===== src/rtl/ndn_fib_pkg.sv =====
// Shared types and defaults for the NDN FIB lookup path and its name feeder.
package ndn_fib_pkg;

    localparam int WORD_SIZE       = 32;
    localparam int MAX_NAME_LENGTH = 8;

    typedef enum logic [1:0] {
        IDLE = 2'd0,
        RUN  = 2'd1,
        DONE = 2'd2
    } feeder_state_t;

    typedef logic [MAX_NAME_LENGTH-1:0][WORD_SIZE-1:0] name_t;

endpackage


===== src/rtl/name_store.sv =====
// Name table: NUM_NAMES x MAX_NAME_LENGTH words, one write port, full-name read.
module name_store
    import ndn_fib_pkg::*;
#(
    parameter int W_BITS    = WORD_SIZE,
    parameter int NAME_LEN  = MAX_NAME_LENGTH,
    parameter int NUM_NAMES = 9,
    parameter int IDX_W     = (NUM_NAMES > 1) ? $clog2(NUM_NAMES) : 1,
    parameter int WIDX_W    = (NAME_LEN > 1) ? $clog2(NAME_LEN) : 1
) (
    input  logic                       clk,
    input  logic                       we_i,
    input  logic [IDX_W-1:0]           wr_name_idx_i,
    input  logic [WIDX_W-1:0]          wr_word_idx_i,
    input  logic [W_BITS-1:0]          wr_data_i,
    input  logic [IDX_W-1:0]           rd_idx_i,
    output logic [NAME_LEN*W_BITS-1:0] rd_name_o
);

    localparam logic [IDX_W:0]  NAMES_LIM = (IDX_W+1)'(NUM_NAMES);
    localparam logic [WIDX_W:0] WORDS_LIM = (WIDX_W+1)'(NAME_LEN);

    // No reset: table contents are meant to survive rst_n.
    logic [NUM_NAMES-1:0][NAME_LEN-1:0][W_BITS-1:0] mem_q;

    always_ff @(posedge clk) begin
        if (we_i && ({1'b0, wr_name_idx_i} < NAMES_LIM)
                 && ({1'b0, wr_word_idx_i} < WORDS_LIM))
            mem_q[wr_name_idx_i][wr_word_idx_i] <= wr_data_i;
    end

    assign rd_name_o = ({1'b0, rd_idx_i} < NAMES_LIM) ? mem_q[rd_idx_i] : '0;

endmodule


===== src/rtl/name_feeder.sv =====
// Streams table names into the FIB lookup over valid/ready; single pass or loop.
module name_feeder
    import ndn_fib_pkg::*;
#(
    parameter int WORD_SIZE       = ndn_fib_pkg::WORD_SIZE,
    parameter int MAX_NAME_LENGTH = ndn_fib_pkg::MAX_NAME_LENGTH,
    parameter int NUM_NAMES       = 9,
    parameter int IDX_W           = (NUM_NAMES > 1) ? $clog2(NUM_NAMES) : 1,
    parameter int WIDX_W          = (MAX_NAME_LENGTH > 1) ? $clog2(MAX_NAME_LENGTH) : 1
) (
    input  logic                                 clk,
    input  logic                                 rst_n,
    input  logic                                 wr_en,
    input  logic [IDX_W-1:0]                     wr_name_idx,
    input  logic [WIDX_W-1:0]                    wr_word_idx,
    input  logic [WORD_SIZE-1:0]                 wr_data,
    input  logic                                 start,
    input  logic                                 loop_mode,
    input  logic [IDX_W:0]                       num_names,
    output logic                                 name_valid,
    input  logic                                 name_ready,
    output logic [MAX_NAME_LENGTH*WORD_SIZE-1:0] name_out,
    output logic [IDX_W-1:0]                     name_idx,
    output logic                                 busy,
    output logic                                 done,
    output logic [31:0]                          issued_count
);

    localparam logic [IDX_W:0] NAMES_MAX = (IDX_W+1)'(NUM_NAMES);

    feeder_state_t                        state_q, state_d;
    logic [MAX_NAME_LENGTH*WORD_SIZE-1:0] name_q, name_d;
    logic [IDX_W-1:0]                     idx_q, idx_d;
    logic [31:0]                          cnt_q, cnt_d;
    logic [IDX_W:0]                       n_q, n_d;
    logic                                 loop_q, loop_d;

    logic [IDX_W-1:0]                     rd_idx;
    logic [MAX_NAME_LENGTH*WORD_SIZE-1:0] rd_name;
    logic [IDX_W:0]                       n_eff;

    assign n_eff = (num_names > NAMES_MAX) ? NAMES_MAX : num_names;

    // The table is frozen while a pass is in flight.
    name_store #(
        .W_BITS   (WORD_SIZE),
        .NAME_LEN (MAX_NAME_LENGTH),
        .NUM_NAMES(NUM_NAMES),
        .IDX_W    (IDX_W),
        .WIDX_W   (WIDX_W)
    ) u_store (
        .clk          (clk),
        .we_i         (wr_en && (state_q != RUN)),
        .wr_name_idx_i(wr_name_idx),
        .wr_word_idx_i(wr_word_idx),
        .wr_data_i    (wr_data),
        .rd_idx_i     (rd_idx),
        .rd_name_o    (rd_name)
    );

    always_comb begin
        state_d = state_q;
        name_d  = name_q;
        idx_d   = idx_q;
        cnt_d   = cnt_q;
        n_d     = n_q;
        loop_d  = loop_q;
        rd_idx  = '0;
        unique case (state_q)
            RUN: begin
                if (name_ready) begin
                    cnt_d = cnt_q + 32'd1;
                    if ({1'b0, idx_q} == n_q - 1'b1) begin
                        if (loop_q) begin
                            name_d = rd_name;
                            idx_d  = '0;
                        end else begin
                            state_d = DONE;
                        end
                    end else begin
                        rd_idx = idx_q + 1'b1;
                        name_d = rd_name;
                        idx_d  = idx_q + 1'b1;
                    end
                end
            end
            default: begin
                if (start) begin
                    if (n_eff != '0) begin
                        state_d = RUN;
                        name_d  = rd_name;
                        idx_d   = '0;
                        cnt_d   = '0;
                        n_d     = n_eff;
                        loop_d  = loop_mode;
                    end else begin
                        state_d = IDLE;
                    end
                end
            end
        endcase
    end

    always_ff @(posedge clk) begin
        if (!rst_n) begin
            state_q <= IDLE;
            name_q  <= '0;
            idx_q   <= '0;
            cnt_q   <= '0;
            n_q     <= '0;
            loop_q  <= 1'b0;
        end else begin
            state_q <= state_d;
            name_q  <= name_d;
            idx_q   <= idx_d;
            cnt_q   <= cnt_d;
            n_q     <= n_d;
            loop_q  <= loop_d;
        end
    end

    assign name_valid   = (state_q == RUN);
    assign busy         = (state_q == RUN);
    assign done         = (state_q == DONE);
    assign name_out     = name_q;
    assign name_idx     = idx_q;
    assign issued_count = cnt_q;

endmodule


===== config.mk =====
export PLATFORM = sky130hd
export DESIGN_NAME = name_feeder
export DESIGN_NICKNAME = d
export VERILOG_FILES = /design/src/rtl/ndn_fib_pkg.sv /design/src/rtl/name_store.sv /design/src/rtl/name_feeder.sv
export SDC_FILE = /design/constraint.sdc
export NUM_CORES = 2
export LEC_CHECK = 0
export CAP_MARGIN = 5
export CORE_ASPECT_RATIO = 0.6
export CORE_MARGIN = 2
export CORE_UTILIZATION = 43
export CTS_CLUSTER_DIAMETER = 60
export DETAILED_ROUTE_END_ITERATION = 8
export GPL_TIMING_DRIVEN = 0
export SKIP_LAST_GASP = 1
export SYNTH_ARGS = -nofsm -noshare
export SYNTH_HDL_FRONTEND = slang
export SYNTH_SLANG_ARGS = --single-unit

===== constraint.sdc =====
create_clock -name clk -period 5.85 [get_ports clk]
set_clock_uncertainty 0.2 [all_clocks]
set_input_delay 1.17 -clock clk [delete_from_list [all_inputs] [get_ports clk]]
set_output_delay 1.17 -clock clk [all_outputs]
set_load 0.005 [all_outputs]

==> impl_summary.log <==
[metrics] initial standard-cell utilization of the core: 0.431
[metrics] type of the worst setup path: register to register
[metrics] Vias per Instance: 6.22
[metrics] wire length of the first global-routing pass: approximately 450,000 um
[metrics] count of warnings emitted by yosys: 0
[metrics] final wirelength: 322,000 um
[metrics] wire length on met1: 139,000 um
[metrics] top post-synthesis cells by count: sky130_fd_sc_hd__edfxtp_1, sky130_fd_sc_hd__a21oi_1, sky130_fd_sc_hd__dfxtp_1
[metrics] H-tree depth: 4
[metrics] RePlAce Congestion: 0.860
[metrics] final worst hold slack: approximately 0.28 ns
[metrics] root buffer selected by CTS: sky130_fd_sc_hd__clkbuf_16
[metrics] setup bufs post-CTS: 0
[metrics] register area: 0.0752 mm^2
[metrics] 1st-iter DRT viols: 9,388
[metrics] # setup viols final: 0
[metrics] clock latency on the worst-skew pair: 0.88 ns
[metrics] worst-path cell with the longest stage delay: sky130_fd_sc_hd__clkbuf_1
[metrics] largest area contributor in the netlist: sky130_fd_sc_hd__edfxtp_1
[metrics] CTS max path bufs: 4
[metrics] post-synth cell types: 71
[metrics] maximum number of pins on one net before global-route repair: 70
[metrics] sequential-to-total area share from yosys stat: 0.740
[metrics] Setup TNS Final: 0 ns
[metrics] cell count after placement: about 10,000
[metrics] most frequently used cell type in the post-synthesis netlist: sky130_fd_sc_hd__edfxtp_1
[metrics] setup repair after global routing missed its margin: no
[metrics] flop and latch count out of synthesis: 2,604
[metrics] fmax: 0.204 GHz
[metrics] antenna violations before repair: 17
[metrics] total power divided by cell area: 320 mW/mm^2
[metrics] netlist area before placement: 0.102 mm^2
[metrics] number of instances in the synthesized netlist: 6,406
[metrics] detailed-routed wire length on met2: roughly 140,000 um
[metrics] P&R area growth vs syn: 17.5%
[metrics] Die Outline Area: about 0.24 mm^2
[metrics] post-synthesis area per instance: 15.9 um^2
[metrics] Worst path max stage delay: 0.95 ns
[metrics] CP Launch Type: register
[metrics] top sig layer: met4
[metrics] total global routing overflow: 0
[metrics] die boundary width: between 600 and 700 um
[metrics] post-cts gate resize count: 0
[metrics] final net count: 7,146
[metrics] Worst EP arrival: 5.41 ns
[metrics] final hold viol count: 0
[metrics] CTS buffer count: 233
[metrics] share of synthesized flip-flops with an asynchronous set or reset: 0
[metrics] Bufs and invs on worst path: 5
[metrics] height of the chip: between 300 and 400 um
[metrics] Synth top area share: 0.681
[metrics] via count of the first global-routing pass: slightly above 60,000
[metrics] clk slew on worst S/H paths: 0.07 ns
[metrics] worst-path maximum fanout: 10
[metrics] DR DRC count: 0
[metrics] CP required: roughly 6.4 ns
[metrics] period utilization: 0.837
[metrics] cell family with most CP delay: buffers and inverters
[metrics] post-route antenna net violation count: 0
[metrics] area of the multi-input gates: 0.0245 mm^2
[metrics] area of all placed cells without fillers: 0.119 mm^2
[metrics] actual slew at the worst max-slew pin: 1.45 ns
[metrics] met3 wirelength from detailed routing: about 37,000 um
[metrics] Vias: 65,009
[metrics] Final Max Slew Viols: 0
[metrics] area of placed instances: about 0.11 mm^2
[metrics] length of the first detailed-routing pass in iterations: 5
[metrics] path category of the worst min-delay check: register to register
[metrics] TritonCTS clock tree: built
[metrics] static power due to leakage: 36.8 nW
[metrics] Synth area leaders: sky130_fd_sc_hd__edfxtp_1, sky130_fd_sc_hd__dfxtp_1, sky130_fd_sc_hd__a21oi_1
[metrics] top-level port count: 345
[metrics] Filler Cells Inserted: 19,290
[metrics] CTS Hold Bufs: 0
[metrics] share of layout cells above drive strength 1: 0.154
[metrics] outcome: finished, final reports clean
[metrics] worst relative slew slack: 0.0324
[metrics] max cap viols: 0
[metrics] number of non-filler instances in the completed layout: 10,450
[metrics] final critical path time including I/O delays and setup: 4.90 ns
[metrics] detailed placement HPWL: 213,000 um
[metrics] core area: roughly 0.24 mm^2
[metrics] critical path cell sequence: ha_1 -> clkbuf_1 -> inv_1 -> nor3_4 -> buf_4 -> clkbuf_1 -> buf_2 -> a22oi_1 -> a21oi_1 -> nor4_1
[metrics] dominant cell type by count on the critical path: sky130_fd_sc_hd__clkbuf_1
[metrics] clock net sink count: 2,604
[metrics] placement row count: about 140
[metrics] post-DR wirelength/cell: 30.8 um
[metrics] synthesized netlist net count: 6,459
[metrics] Power, Total: 38.2 mW
[metrics] global-route total usage across every layer: 0.260
[metrics] flip-flop cell with the highest count after synthesis: sky130_fd_sc_hd__edfxtp_1
[metrics] type of element capturing the critical path: register
[metrics] maximum resistive drop on vdd: 241 uV
[metrics] Port Buffer Count: ~340
[metrics] number of synthesized flops with an enable pin: 2,304
[path summary, 6_finish.rpt]
check,startpoint,to,slack (ns),cells after the start
hold reg to reg,name_out[217],name_out[217],0.28,2
setup / recovery,name_idx[1],name_out[221],0.95,10
hold / removal,name_out[217],name_out[217],0.28,2
setup reg to reg,name_idx[1],name_out[221],0.95,10
[power by group]
part | switching [mW] | internal, mW
Sequential | 0.172 | 20.3
Clock | 6.81 | 8.63
Combinational | 1.52 | 0.732
[tightest hold or removal path, stage by stage (launching register included)]
cell and delay (ns):
sky130_fd_sc_hd__dfxtp_1 0.34, sky130_fd_sc_hd__nand2_1 0.06, sky130_fd_sc_hd__o41ai_1 0.06
[logic make-up after synthesis]
logic type / share of synthesized area
buffers and inverters: 0.0235
multiplexers: 0.0425
AO/OA/AOI/OAI: 0.160
AND/OR/NAND/NOR: 0.0299
flip-flops: 0.740
adder cells (fa/ha/maj): 0.000370
XOR/XNOR: 0.00301
[metrics by stage]
step	setup slack (ns)	utilization
6_report	0.955	0.507
5_1_grt	0.822	0.507
4_1_cts	1.15	0.507
3_5_place_dp	0.246	0.475
3_3_place_gp	-1.06	0.463
2_1_floorplan	1.84	-
[state kept, by name, indices dropped and copies added, names as in the netlist]
name / count
u_store.mem_q: 2304
n_q: 5
loop_q: 1
issued_count: 32
name_out: 256
name_idx: 4
state_q: 2
[layer usage]
layer / GRT usage / vias to the layer above
li1: - / 27459
met2: 0.366 / 3882
met1: 0.400 / 33178
met5: 0 / -
met4: 0.0812 / 0
met3: 0.0557 / 490
[final cells by class]
type | instances | share of cell area
Clock inverter | 96 | 0.00804
Timing Repair Buffer | 452 | 0.0482
Buffer | 507 | 0.0195
Sequential cell | 2604 | 0.630
Antenna cell | 13 | 0.000273
Inverter | 16 | 0.000503
Clock buffer | 333 | 0.0550
Multi-Input combinational cell | 3279 | 0.205
Tap cell | 3150 | 0.0330
[cells in the final DEF (no fill, tap or decap), types with 135 or more instances in the layout]
cell type	n
sky130_fd_sc_hd__a221oi_2	171
sky130_fd_sc_hd__nand2_1	194
sky130_fd_sc_hd__nor4_1	202
sky130_fd_sc_hd__a221oi_1	135
sky130_fd_sc_hd__dfxtp_1	300
sky130_fd_sc_hd__buf_2	182
sky130_fd_sc_hd__mux2_2	160
sky130_fd_sc_hd__clkbuf_16	236
sky130_fd_sc_hd__a21oi_1	814
sky130_fd_sc_hd__clkdlybuf4s50_1	310
sky130_fd_sc_hd__edfxtp_1	2304
sky130_fd_sc_hd__a22oi_1	208
sky130_fd_sc_hd__a221o_1	206
sky130_fd_sc_hd__o21ai_0	263
sky130_fd_sc_hd__clkbuf_1	346
sky130_fd_sc_hd__o21bai_1	201
sky130_fd_sc_hd__mux2i_1	204
No activity file was read; power rests on OpenSTA's default activity.
